### config.mk
export PLATFORM = sky130hd
export DESIGN_NAME = inst_fetch
export DESIGN_NICKNAME = d
export VERILOG_FILES = /design/src/rtl/inst_fetch_pkg.sv /design/src/rtl/inst_byte_assembler.sv /design/src/rtl/inst_fetch.sv
export SDC_FILE = /design/constraint.sdc
export NUM_CORES = 1
export LEC_CHECK = 0
export ABC_CLOCK_PERIOD_IN_PS = 10910
export CAP_MARGIN = 10
export CELL_PAD_IN_SITES_DETAIL_PLACEMENT = 1
export CELL_PAD_IN_SITES_GLOBAL_PLACEMENT = 1
export CORE_ASPECT_RATIO = 1.2
export CORE_MARGIN = 2
export CORE_UTILIZATION = 36
export DETAILED_ROUTE_END_ITERATION = 6
export GPL_TIMING_DRIVEN = 0
export PLACE_DENSITY_LB_ADDON = 0.1
export SYNTH_ARGS = -nofsm -noshare
export SYNTH_HDL_FRONTEND = slang
export SYNTH_SLANG_ARGS = --single-unit
export TNS_END_PERCENT = 100
### constraint.sdc
create_clock -name clk -period 10.91 [get_ports clk]
set_input_delay 1.6365 -clock clk [delete_from_list [all_inputs] [get_ports clk]]
set_output_delay 1.6365 -clock clk [all_outputs]
set_load 0.1 [all_outputs]
### src/rtl/inst_fetch_pkg.sv
`default_nettype none
// ============================================================================
//  Module      : inst_fetch_pkg
//  Description : Shared definitions for the instruction-fetch stage: bus
//                widths, bytes per instruction, zero word and the 2-bit
//                fetch state encoding.
//  Revision    : 1.0  initial release
// ============================================================================
package inst_fetch_pkg;

   localparam int INST_ADDR_BUS  = 32;
   localparam int INST_BUS       = 32;
   localparam int BYTES_PER_INST = 4;

   localparam logic [INST_BUS-1:0] ZERO_WORD = '0;

   typedef enum logic [1:0] {
      S_IDLE  = 2'd0,
      S_FETCH = 2'd1,
      S_DRAIN = 2'd2,
      S_DONE  = 2'd3
   } fetch_state_t;

endpackage
`default_nettype wire

### src/rtl/inst_byte_assembler.sv
`default_nettype none
// ============================================================================
//  Module      : inst_byte_assembler
//  Description : Collects the bytes of one instruction into little-endian
//                lanes and counts responses that must be thrown away after
//                a redirect.
//  Ports       : clear        - restart byte collection at lane 0
//                byte_valid   - byte_data belongs to the current word
//                byte_data    - incoming byte
//                drain_load   - load drain_count into the discard counter
//                drain_count  - number of responses still in flight
//                drain_valid  - one in-flight response arrived (discarded)
//                recv_cnt     - bytes collected so far
//                word_ready   - the last byte of the word arrives this cycle
//                drain_done   - the last in-flight response arrives this cycle
//                word         - assembled instruction word
//  Revision    : 1.0  initial release
// ============================================================================
module inst_byte_assembler
   import inst_fetch_pkg::*;
(
   input  logic        clk,
   input  logic        rst,
   input  logic        clear,
   input  logic        byte_valid,
   input  logic [7:0]  byte_data,
   input  logic        drain_load,
   input  logic [2:0]  drain_count,
   input  logic        drain_valid,
   output logic [2:0]  recv_cnt,
   output logic        word_ready,
   output logic        drain_done,
   output logic [INST_BUS-1:0] word
);

   logic [BYTES_PER_INST-1:0][7:0] lanes;
   logic [2:0]                     pending;

   assign word       = lanes;
   assign word_ready = byte_valid && (recv_cnt == 3'(BYTES_PER_INST - 1));
   assign drain_done = drain_valid && (pending == 3'd1);

   always_ff @(posedge clk or posedge rst) begin
      if (rst) begin
         lanes    <= ZERO_WORD;
         recv_cnt <= 3'd0;
         pending  <= 3'd0;
      end else begin
         if (clear) begin
            recv_cnt <= 3'd0;
         end else if (byte_valid) begin
            lanes[recv_cnt[1:0]] <= byte_data;
            recv_cnt             <= recv_cnt + 3'd1;
         end

         if (drain_load) begin
            pending <= drain_count;
         end else if (drain_valid && (pending != 3'd0)) begin
            pending <= pending - 3'd1;
         end
      end
   end

endmodule
`default_nettype wire

### src/rtl/inst_fetch.sv
`default_nettype none
// ============================================================================
//  Module      : inst_fetch
//  Description : Instruction-fetch stage in front of a direct-mapped I-cache.
//                Hits are delivered on the next edge; misses read four bytes
//                from the byte-wide memory controller, fill the cache and
//                deliver the word. Supports stall and jump redirect, including
//                redirect with byte reads still in flight.
//  Ports       : stall_i/jump_i/jump_addr_i     - pipeline control
//                cache_query_o/query_addr_o     - cache lookup
//                inst_hit_i/inst_cache_i        - cache lookup response
//                cache_enable_o/addr/data       - cache fill
//                mem_req_o/mem_addr_o/mem_grant_i/mem_valid_i/mem_data_i
//                                               - byte memory interface
//                if_valid_o/if_pc_o/if_inst_o   - IF/ID output
//  Revision    : 1.0  initial release
// ============================================================================
module inst_fetch
   import inst_fetch_pkg::*;
#(
   parameter int                ADDR_W   = INST_ADDR_BUS,
   parameter int                INST_W   = INST_BUS,
   parameter logic [ADDR_W-1:0] RESET_PC = '0
) (
   input  logic              clk,
   input  logic              rst,
   input  logic              stall_i,
   input  logic              jump_i,
   input  logic [ADDR_W-1:0] jump_addr_i,
   output logic              cache_query_o,
   output logic [ADDR_W-1:0] query_addr_o,
   input  logic              inst_hit_i,
   input  logic [INST_W-1:0] inst_cache_i,
   output logic              cache_enable_o,
   output logic [ADDR_W-1:0] cache_addr_o,
   output logic [INST_W-1:0] cache_data_o,
   output logic              mem_req_o,
   output logic [ADDR_W-1:0] mem_addr_o,
   input  logic              mem_grant_i,
   input  logic              mem_valid_i,
   input  logic [7:0]        mem_data_i,
   output logic              if_valid_o,
   output logic [ADDR_W-1:0] if_pc_o,
   output logic [INST_W-1:0] if_inst_o
);

   fetch_state_t      state, state_next;
   logic [ADDR_W-1:0] pc;
   logic [2:0]        issue_cnt, issue_next, recv_cnt, recv_next, drain_count;
   logic              done_written;
   logic              grant, fetch_byte, drain_byte;
   logic              word_ready, drain_done;
   logic              clear_cnt, drain_load, deliver, drop_valid;
   logic [INST_W-1:0] deliver_inst;
   logic [INST_BUS-1:0] word;

   // Lookup is suppressed during reset so every output reads 0 immediately.
   assign cache_query_o  = !rst && (state == S_IDLE) && !stall_i;
   assign query_addr_o   = pc;
   assign mem_req_o      = (state == S_FETCH) && (issue_cnt < 3'(BYTES_PER_INST));
   assign mem_addr_o     = pc + ADDR_W'(issue_cnt);
   // The fill happens once, even if DONE is held for several stalled cycles.
   assign cache_enable_o = (state == S_DONE) && !done_written;
   assign cache_addr_o   = pc;
   assign cache_data_o   = INST_W'(word);

   assign grant      = mem_req_o && mem_grant_i;
   assign fetch_byte = (state == S_FETCH) && mem_valid_i;
   assign drain_byte = (state == S_DRAIN) && mem_valid_i;
   // Post-edge counts: a grant or response coinciding with a jump is included,
   // so pending covers exactly the bytes still to come back.
   assign issue_next  = issue_cnt + {2'd0, grant};
   assign recv_next   = recv_cnt + {2'd0, fetch_byte};
   assign drain_count = issue_next - recv_next;

   inst_byte_assembler u_assembler (
      .clk         (clk),
      .rst         (rst),
      .clear       (clear_cnt),
      .byte_valid  (fetch_byte),
      .byte_data   (mem_data_i),
      .drain_load  (drain_load),
      .drain_count (drain_count),
      .drain_valid (drain_byte),
      .recv_cnt    (recv_cnt),
      .word_ready  (word_ready),
      .drain_done  (drain_done),
      .word        (word)
   );

   always_ff @(posedge clk or posedge rst) begin
      if (rst) begin
         state <= S_IDLE;
      end else begin
         state <= state_next;
      end
   end

   always_comb begin
      state_next   = state;
      clear_cnt    = 1'b0;
      drain_load   = 1'b0;
      deliver      = 1'b0;
      drop_valid   = 1'b0;
      deliver_inst = inst_cache_i;

      case (state)
         S_IDLE: begin
            if (!stall_i) begin
               if (inst_hit_i) begin
                  deliver = 1'b1;
               end else begin
                  state_next = S_FETCH;
                  clear_cnt  = 1'b1;
                  drop_valid = 1'b1;
               end
            end
         end
         S_FETCH: begin
            if (word_ready) begin
               state_next = S_DONE;
            end
         end
         S_DRAIN: begin
            if (drain_done) begin
               state_next = S_IDLE;
            end
         end
         S_DONE: begin
            if (!stall_i) begin
               deliver      = 1'b1;
               deliver_inst = INST_W'(word);
               state_next   = S_IDLE;
            end
         end
         default: state_next = S_IDLE;
      endcase

      // Redirect overrides everything except an ongoing drain.
      if (jump_i) begin
         deliver    = 1'b0;
         drop_valid = 1'b1;
         clear_cnt  = 1'b0;
         case (state)
            S_FETCH: begin
               if (drain_count != 3'd0) begin
                  state_next = S_DRAIN;
                  drain_load = 1'b1;
               end else begin
                  state_next = S_IDLE;
               end
            end
            S_DRAIN: state_next = drain_done ? S_IDLE : S_DRAIN;
            default: state_next = S_IDLE;
         endcase
      end
   end

   always_ff @(posedge clk or posedge rst) begin
      if (rst) begin
         pc           <= RESET_PC;
         issue_cnt    <= 3'd0;
         done_written <= 1'b0;
         if_valid_o   <= 1'b0;
         if_pc_o      <= '0;
         if_inst_o    <= '0;
      end else begin
         done_written <= (state == S_DONE);

         if (clear_cnt) begin
            issue_cnt <= 3'd0;
         end else begin
            issue_cnt <= issue_next;
         end

         if (jump_i) begin
            pc         <= jump_addr_i;
            if_valid_o <= 1'b0;
         end else if (deliver) begin
            if_valid_o <= 1'b1;
            if_inst_o  <= deliver_inst;
            if_pc_o    <= pc;
            pc         <= pc + ADDR_W'(BYTES_PER_INST);
         end else if (drop_valid) begin
            if_valid_o <= 1'b0;
         end
      end
   end

endmodule
`default_nettype wire

=== Word level (Yosys, flattened, before mapping) ===
Index checks and enable logic that the tools add are counted.

* Multiply operators: 0
* Div/mod/pow operators: 0
* Shift-type cells: 0
* Eq/ne operators: 10
* Muxes and demuxes: 38
* Bitwise operators: 2
* Add/sub/neg operators: 7
* Reductions and logical operators: 24
* $lt $le $gt $ge: 3

{| class="wikitable"
|+ Operators with widths
! cell !! count
|-
| 2-to-1 mux 32 bit || 4
|-
| adder 32 x 3 -> 32 bit || 1
|-
| adder 32 x 3 -> 32 bit (second input constant) || 1
|-
| bitwise mux 32 bit || 1
|-
| demux 8 bit (select 2 bit) || 1
|-
| 2-to-1 mux 2 bit || 8
|-
| 2-to-1 mux 1 bit || 15
|-
| 2-to-1 mux 3 bit || 5
|-
| != test 3 bit (second input constant) || 4
|-
| logical AND 1 bit || 11
|-
| nonzero test 3 bit || 3
|-
| 2-to-1 mux 8 bit || 1
|-
| case mux 2 bit (4 select lines) || 1
|-
| adder 3 x 1 -> 3 bit || 2
|-
| nonzero test 2 bit || 3
|-
| AND reduction 5 bit || 1
|-
| equality test 2 bit (second input constant) || 2
|-
| case mux 2 bit (2 select lines) || 1
|-
| AND reduction 2 bit || 2
|-
| adder 3 x 1 -> 3 bit (second input constant) || 1
|-
| equality test 3 x 1 -> 1 bit (second input constant) || 1
|-
| equality test 3 x 2 -> 1 bit (second input constant) || 1
|-
| zero test 1 bit || 3
|-
| < comparator 2 x 3 -> 1 bit (second input constant) || 1
|-
| other kinds (9) || 10
|}

* Bits in latches: 0
* Memories kept: 0
* Flip-flop bits (word level): 141
* Output and inout bits: 196
* Bits in writable memories: 0
* ROM bits: 0
* Input port bits: 79

=== Logic depth before layout (Yosys ltp) ===
Gate-level depths: netlist of the first run.

* Depth in word-level cells: 10
* Mapped depth: 14

=== By module ===
A second synthesis of the first run with hierarchy kept.

* Cells, all modules: 712
* Area, all modules: 7,709.9 µm²

{| class="wikitable"
|+ By module, submodules not included
! module !! area each (µm²) !! sequential area each (µm²) !! times used !! cells an instance
|-
| inst_fetch || 6,047.0 || 2,577.5 || 1 || 603
|-
| inst_byte_assembler || 1,662.8 || 950.9 || 1 || 109
|}

=== Least setup slack after synthesis of the first run ===
OpenSTA, ideal clock, no wires.

* Kind: reg2out
* From: register pc[0] (netlist: cache_addr_o[0])
* To: output mem_addr_o[30]
* Arrival time: 4,133 ps
* Setup slack: 5,141 ps
* Cell stages (with the launch flop): 10
* Buffers on the path: 1
* Cell sequence: dfrtp_1 ha_1 inv_1 fa_1 nor2b_1 o2111ai_1 or2_2 clkbuf_1 nor3_1 xor2_1

* Longest elaborated chain between the ends: 1

{| class="wikitable"
|+ RTL lines
! item !! line !! text
|-
| from (decl) || inst_fetch.sv:48 || <nowiki>logic [ADDR_W-1:0] pc;</nowiki>
|-
| from (signal assigned) || inst_fetch.sv:177 || <nowiki>pc <= jump_addr_i;</nowiki>
|-
| from (signal assigned) || inst_fetch.sv:183 || <nowiki>pc <= pc + ADDR_W'(BYTES_PER_INST);</nowiki>
|-
| adder 32 x 3 -> 32 bit || inst_fetch.sv:61 || <nowiki>assign mem_addr_o = pc + ADDR_W'(issue_cnt);</nowiki>
|-
| to (decl) || inst_fetch.sv:38 || <nowiki>output logic [ADDR_W-1:0] mem_addr_o,</nowiki>
|}

Every way passes these cells.

=== Final worst setup path of the first run ===
Ends and elaborated chain as after synthesis.

==> impl_metrics.csv, run 1 <==
group,metric,value,unit
outcome,outcome,"finished clean",
drt,routed_wl,23400,um
placement,dp_hpwl,17700,um
global_route,antenna_found_initial,1,
critical_path,ff2ff_path_depth,14,
critical_path,reg2reg_to,"u_assembler.pending[0]",
finish,drive_gt1_share,15.5,%
die,rows,57,
critical_path,crit_path_end_kind,"output pin",
die,coreArea,0.0201,mm2
drt,wl_per_cell,18.5,um
sta,fin_crit_sh,55.3,%
drt,antenna_left,0,
critical_path,rrSetupSlack,7540,ps
clock_network,insertion_delay,420,ps
clock_network,htreeDepth,4,
yosys,async_flop_share,100,%
flow_run,cap_violations,0,
drt,first_pass_iters,4,
clock_network,cts.sinks,141,
global_route,grt_usage,22.4,%
worst_hold_path,hp-start,"if_pc_o[29]",
sta,finClkSkew,6.27,ps
critical_path,worstPathMaxFanout,5,
critical_path,path_class,"register to output pin",
yosys,synthDistinctLibCells,42,
yosys,netlist_area,0.00733,mm2
worst_hold_path,worstHoldPathType,"register to register",
critical_path,crit_arrival,4400,ps
yosys,syn_inst,694,
die,start_util,36.4,%
drt,dr_total_vias,6125,
sta,final.min_clock_period,6040,ps
sta,slew_headroom,29.3,%
yosys,yosys_most_used_dff,"dfrtp_1",
drt,viasPerCell,4.84,
clock_network,cts_hold_buf,0,
worst_hold_path,whs_path_depth,1,
global_route,grt_pass1_vias,6618,
yosys,synth_area_leader_cell,"dfrtp_1",
clock_network,root_buffer,"clkbuf_16",
sta,setup_viol,0,
clock_network,cts_tree,"built",
finish,area_growth,50.7,%
global_route,grt_max_degree,87,
global_route,grt_pass1_wl,37300,um
yosys,synth_seq_area_share,48.1,%
sta,rsz0062_at_grt,"false",
die,die_x,134,um
clock_network,ctsResizeCount,0,
sta,worst_pin_slew,1060,ps
drt,drcViolationCount,0,
placement,place_congestion,0.765,
clock_network,clk_pin_slew,60,ps
clock_network,cts_buffers,17,
sta,hold_viol,0,
global_route,gr-total-overflow,0,
die,dieArea,0.0215,mm2
yosys,synth_edf_count,0,
placement,port_buffers,273,
yosys,synth_nets,795,
clock_network,cts_setup_buffers,0,
die,ios,275,
yosys,synth_top_area_share,48.1,%
sta,slew_viol_final,0,
sta,fin_setup_tns,0,ps
sta,fmax,166,MHz
drt,drtIter0Drc,229,
yosys,ys_seq_elements,141,
critical_path,reg2reg_from,"state[1]",
finish,most-common-layout-cells,"clkdlybuf4s50_1, dfrtp_1, mux2_2",
critical_path,required,9270,ps
die,die_height,160,um
clock_network,cts_buffer_depth,2,
yosys,syn_area_per_cell,10.6,um2
finish,final_nets,1088,
worst_hold_path,holdPathEnd,"if_pc_o[29]",
yosys,synth_area_leaders,"dfrtp_1, mux2_2, mux2i_1",
yosys,yosysWarningCount,0,
critical_path,cp-start-kind,"register",
finish,fillCellCount,2221,
finish,final_common_cell,"clkdlybuf4s50_1",
-- stage by stage --
stage / utilization (%) / cells / hold slack [ps] / cell area, um2 / setup WS, ps
after floorplan: - / 694 / 521 / 7330 / 5140
after global placement: 51.7 / 1232 / 488 / 10400 / 3100
after detailed placement: 51.8 / 1233 / 495 / 10400 / 5350
after CTS: 54.9 / 1265 / 508 / 11000 / 4840
after global routing: 54.9 / 1266 / 521 / 11000 / 4640
final: 54.9 / 1266 / 505 / 11000 / 4870
-- metal layers --
| metal | track usage [%] | up-vias | wire [um] |
|---|---|---|---|
| met5 | 0 | - | 0 |
| met4 | 6.75 | 0 | 387 |
| met3 | 5.84 | 25 | 1340 |
| met2 | 40.1 | 182 | 12100 |
| met1 | 26.1 | 3015 | 9520 |
| li1 | - | 2903 | - |
-- worst max path at each step --
stage | start | endpoint | slack [ps] | cells after the start
after floorplan | cache_addr_o[0] | mem_addr_o[30] | 5140 | 9
after global placement | rst | if_inst_o[18] | 3100 | 2
after detailed placement | cache_addr_o[0] | mem_addr_o[30] | 5350 | 10
after CTS | cache_addr_o[0] | mem_addr_o[30] | 4840 | 10
after global routing | cache_addr_o[0] | mem_addr_o[30] | 4640 | 10
final | cache_addr_o[0] | mem_addr_o[30] | 4870 | 10
-- critical path: stages, from the launching register on --
cell             delay (ps)
dfrtp_1                 400
ha_1                    210
inv_1                    70
fa_1                    420
nor2b_1                 280
o2111ai_1               370
or2_2                   410
clkbuf_1                200
nor3_1                  230
xor2_1                  190
clkdlybuf4s50_1        1200
-- flip-flops by register name (all words and copies together), names as in the netlist --
| register | count |
|---|---|
| done_written | 1 |
| u_assembler.recv_cnt | 3 |
| if_pc_o | 32 |
| if_inst_o | 32 |
| u_assembler.pending | 3 |
| if_valid_o | 1 |
| state | 2 |
| u_assembler.word | 32 |
| cache_addr_o | 32 |
| issue_cnt | 3 |
-- cell families after synthesis --
family | synth area share [%]
flops | 48.1
mux | 15.0
simple gates | 12.7
compound gates | 5.87
xor+xnor | 7.65
fa+ha+maj | 4.06
buf+inv | 6.57
-- cell usage after synthesis, types with 11 or more instances --
cell	instances
nor2_1	63
a21oi_1	39
ha_1	19
xnor2_1	34
nor3_1	11
mux2i_1	37
nand2_1	55
clkbuf_1	27
o21ai_0	30
mux2_2	65
xor2_1	30
buf_4	32
nand3_1	15
inv_1	17
dfrtp_1	141
buf_2	13
nand4_1	13
-- layout make-up --
| type | count | area [um2] | area share, % |
|---|---|---|---|
| sequential | 141 | 3530 | 31.9 |
| clock buffer | 20 | 457 | 4.14 |
| inverter | 17 | 68.8 | 0.623 |
| clock inverter | 12 | 159 | 1.44 |
| timing repair buffer | 274 | 2760 | 25.0 |
| tap | 265 | 332 | 3.00 |
| antenna | 1 | 2.50 | 0.0227 |
| buffer | 73 | 418 | 3.78 |
| multi-input combinational | 463 | 3320 | 30.1 |
Power of run 1 is left out: the tool's default activity adds up to more than one toggle a clock period on the data nets, which glitch-free logic cannot reach.
==> inputs of run 2 (changes only) <==
- ABC_CLOCK_PERIOD_IN_PS: 10910 -> 5650
- CORE_UTILIZATION: 36 -> 34
- clock period: 10.91 -> 5.65 ns (I/O delays scaled with it)
==> impl_metrics.csv, run 2 (synthesis gave the netlist of run 1 again) <==
group,metric,value,unit
global_route,grt_max_degree,72,
sta,holdWs,504,ps
worst_hold_path,worstHoldPathType,"register to register",
drt,antenna_left,0,
global_route,grt_pass1_vias,6575,
global_route,grt_pass1_wl,37500,um
placement,dp_cells,1238,
sta,setup_viol,0,
critical_path,path_buf_inv,3,
critical_path,cp_cell_sequence,"ha_1 -> inv_1 -> fa_1 -> nor2b_1 -> o2111ai_1 -> or2_2 -> clkbuf_1 -> nor3_1 -> xor2_1 -> clkdlybuf4s50_1",
finish,final_cells,1270,
sta,fmax,193,MHz
sta,finClkSkew,11.6,ps
clock_network,cts_tree,"built",
placement,dpl_cell_area,0.0104,mm2
die,ios,275,
finish,area_growth,50.4,%
die,die_height,165,um
clock_network,cts_setup_buffers,0,
critical_path,crit_arrival,4330,ps
die,start_util,34.8,%
global_route,grt_usage,21.3,%
global_route,gr-total-overflow,0,
finish,most-common-layout-cells,"clkdlybuf4s50_1, dfrtp_1, mux2_2",
clock_network,htreeDepth,4,
clock_network,ctsResizeCount,0,
clock_network,cts_buffer_depth,2,
die,coreArea,0.0210,mm2
finish,diodes,0,
finish,drive_gt1_share,15.6,%
critical_path,worstPathMaxFanout,5,
sta,worst_pin_slew,1060,ps
die,rows,58,
critical_path,crit_path_end_kind,"output pin",
drt,routed_wl,24000,um
sta,hold_viol,0,
placement,dp_hpwl,18300,um
sta,slew_headroom,29.4,%
sta,final.min_clock_period,5170,ps
clock_network,cts_buffers,17,
clock_network,clk_pin_slew,60,ps
clock_network,insertion_delay,430,ps
clock_network,cts.sinks,141,
placement,place_congestion,0.764,
finish,final_nets,1088,
drt,first_pass_iters,4,
drt,drcViolationCount,0,
finish,final_common_cell,"clkdlybuf4s50_1",
flow_run,cap_violations,0,
finish,fillCellCount,2338,
sta,slew_viol_final,0,
sta,fin_crit_sh,91.6,%
die,die_x,138,um
critical_path,worst_path_max_delay_cell,"clkdlybuf4s50_1",
drt,viasPerCell,4.86,
critical_path,cp-start-kind,"register",
drt,drtIter0Drc,179,
critical_path,path_class,"register to output pin",
sta,rsz0062_at_grt,"false",
finish,final_cell_area,0.0110,mm2
placement,port_buffers,273,
critical_path,cp_slowest_stage_delay,1190,ps
clock_network,root_buffer,"clkbuf_16",
critical_path,required,4800,ps
drt,wl_per_cell,18.9,um
critical_path,crit_family,"buffers and inverters",
outcome,outcome,"finished clean",
die,dieArea,0.0228,mm2
drt,dr_total_vias,6173,
global_route,antenna_found_initial,0,
clock_network,cts_hold_buf,0,
## run 2: cell types whose count changed in the layout (fill, tap and decap cells not counted), sizes merged
cell      delta
inv          -1
clkinvlp     +2
bufinv       -1
clkinv       +1
clkbuf       -1
diode        -1
## run 2: worst paths after layout
check | slack [ps] | cells after the start | start | to
worst max-delay path | 480 | 10 | cache_addr_o[0] | mem_addr_o[30]
worst min-delay path | 500 | 1 | if_pc_o[21] | if_pc_o[21]
worst max register to register | 2300 | 14 | state[1] | u_assembler.pending[1]
worst min register to register | 500 | 1 | if_pc_o[21] | if_pc_o[21]
max in group asynchronous | 3940 | 3 | rst | cache_addr_o[23]
min in group asynchronous | 930 | 2 | rst | if_pc_o[0]
## run 2: stage by stage
stage | utilization (%) | worst slack (ps) | setup TNS, ps
after detailed placement | 49.6 | 917 | 0
after global routing | 52.4 | 236 | 0
after CTS | 52.4 | 430 | 0
after global placement | 49.4 | -1450 | -203530
after floorplan | - | 670 | 0
final | 52.4 | 477 | 0
## run 2: area by class of cell
class,count,area (um2),share of cell area [%]
buffer,73,418,3.79
tap,270,338,3.06
sequential,141,3530,32.0
clock buffer,19,453,4.11
multi-input combinational,463,3320,30.1
timing repair buffer,274,2760,25.0
clock inverter,13,140,1.27
inverter,17,68.8,0.624
## run 2: metal layers
layer | track usage, % | wire [um] | part of all wire [%]
met5 | 0 | 0 | 0
met4 | 5.57 | 279 | 1.2
met3 | 5.68 | 1430 | 6.0
met2 | 39.8 | 12800 | 53
met1 | 24.0 | 9500 | 40
## run 2: worst reg2reg max path, delay by kind of cell (launching register included)
kind                       cells  cell delay (ps)
buffers and inverters          3              310
xor gates and xnor gates       2              350
muxes                          1              140
and+or+nand+nor                4              690
DFF                            1              390
adders and majority gates      4             1350
Power of run 2 is left out for the same reason.
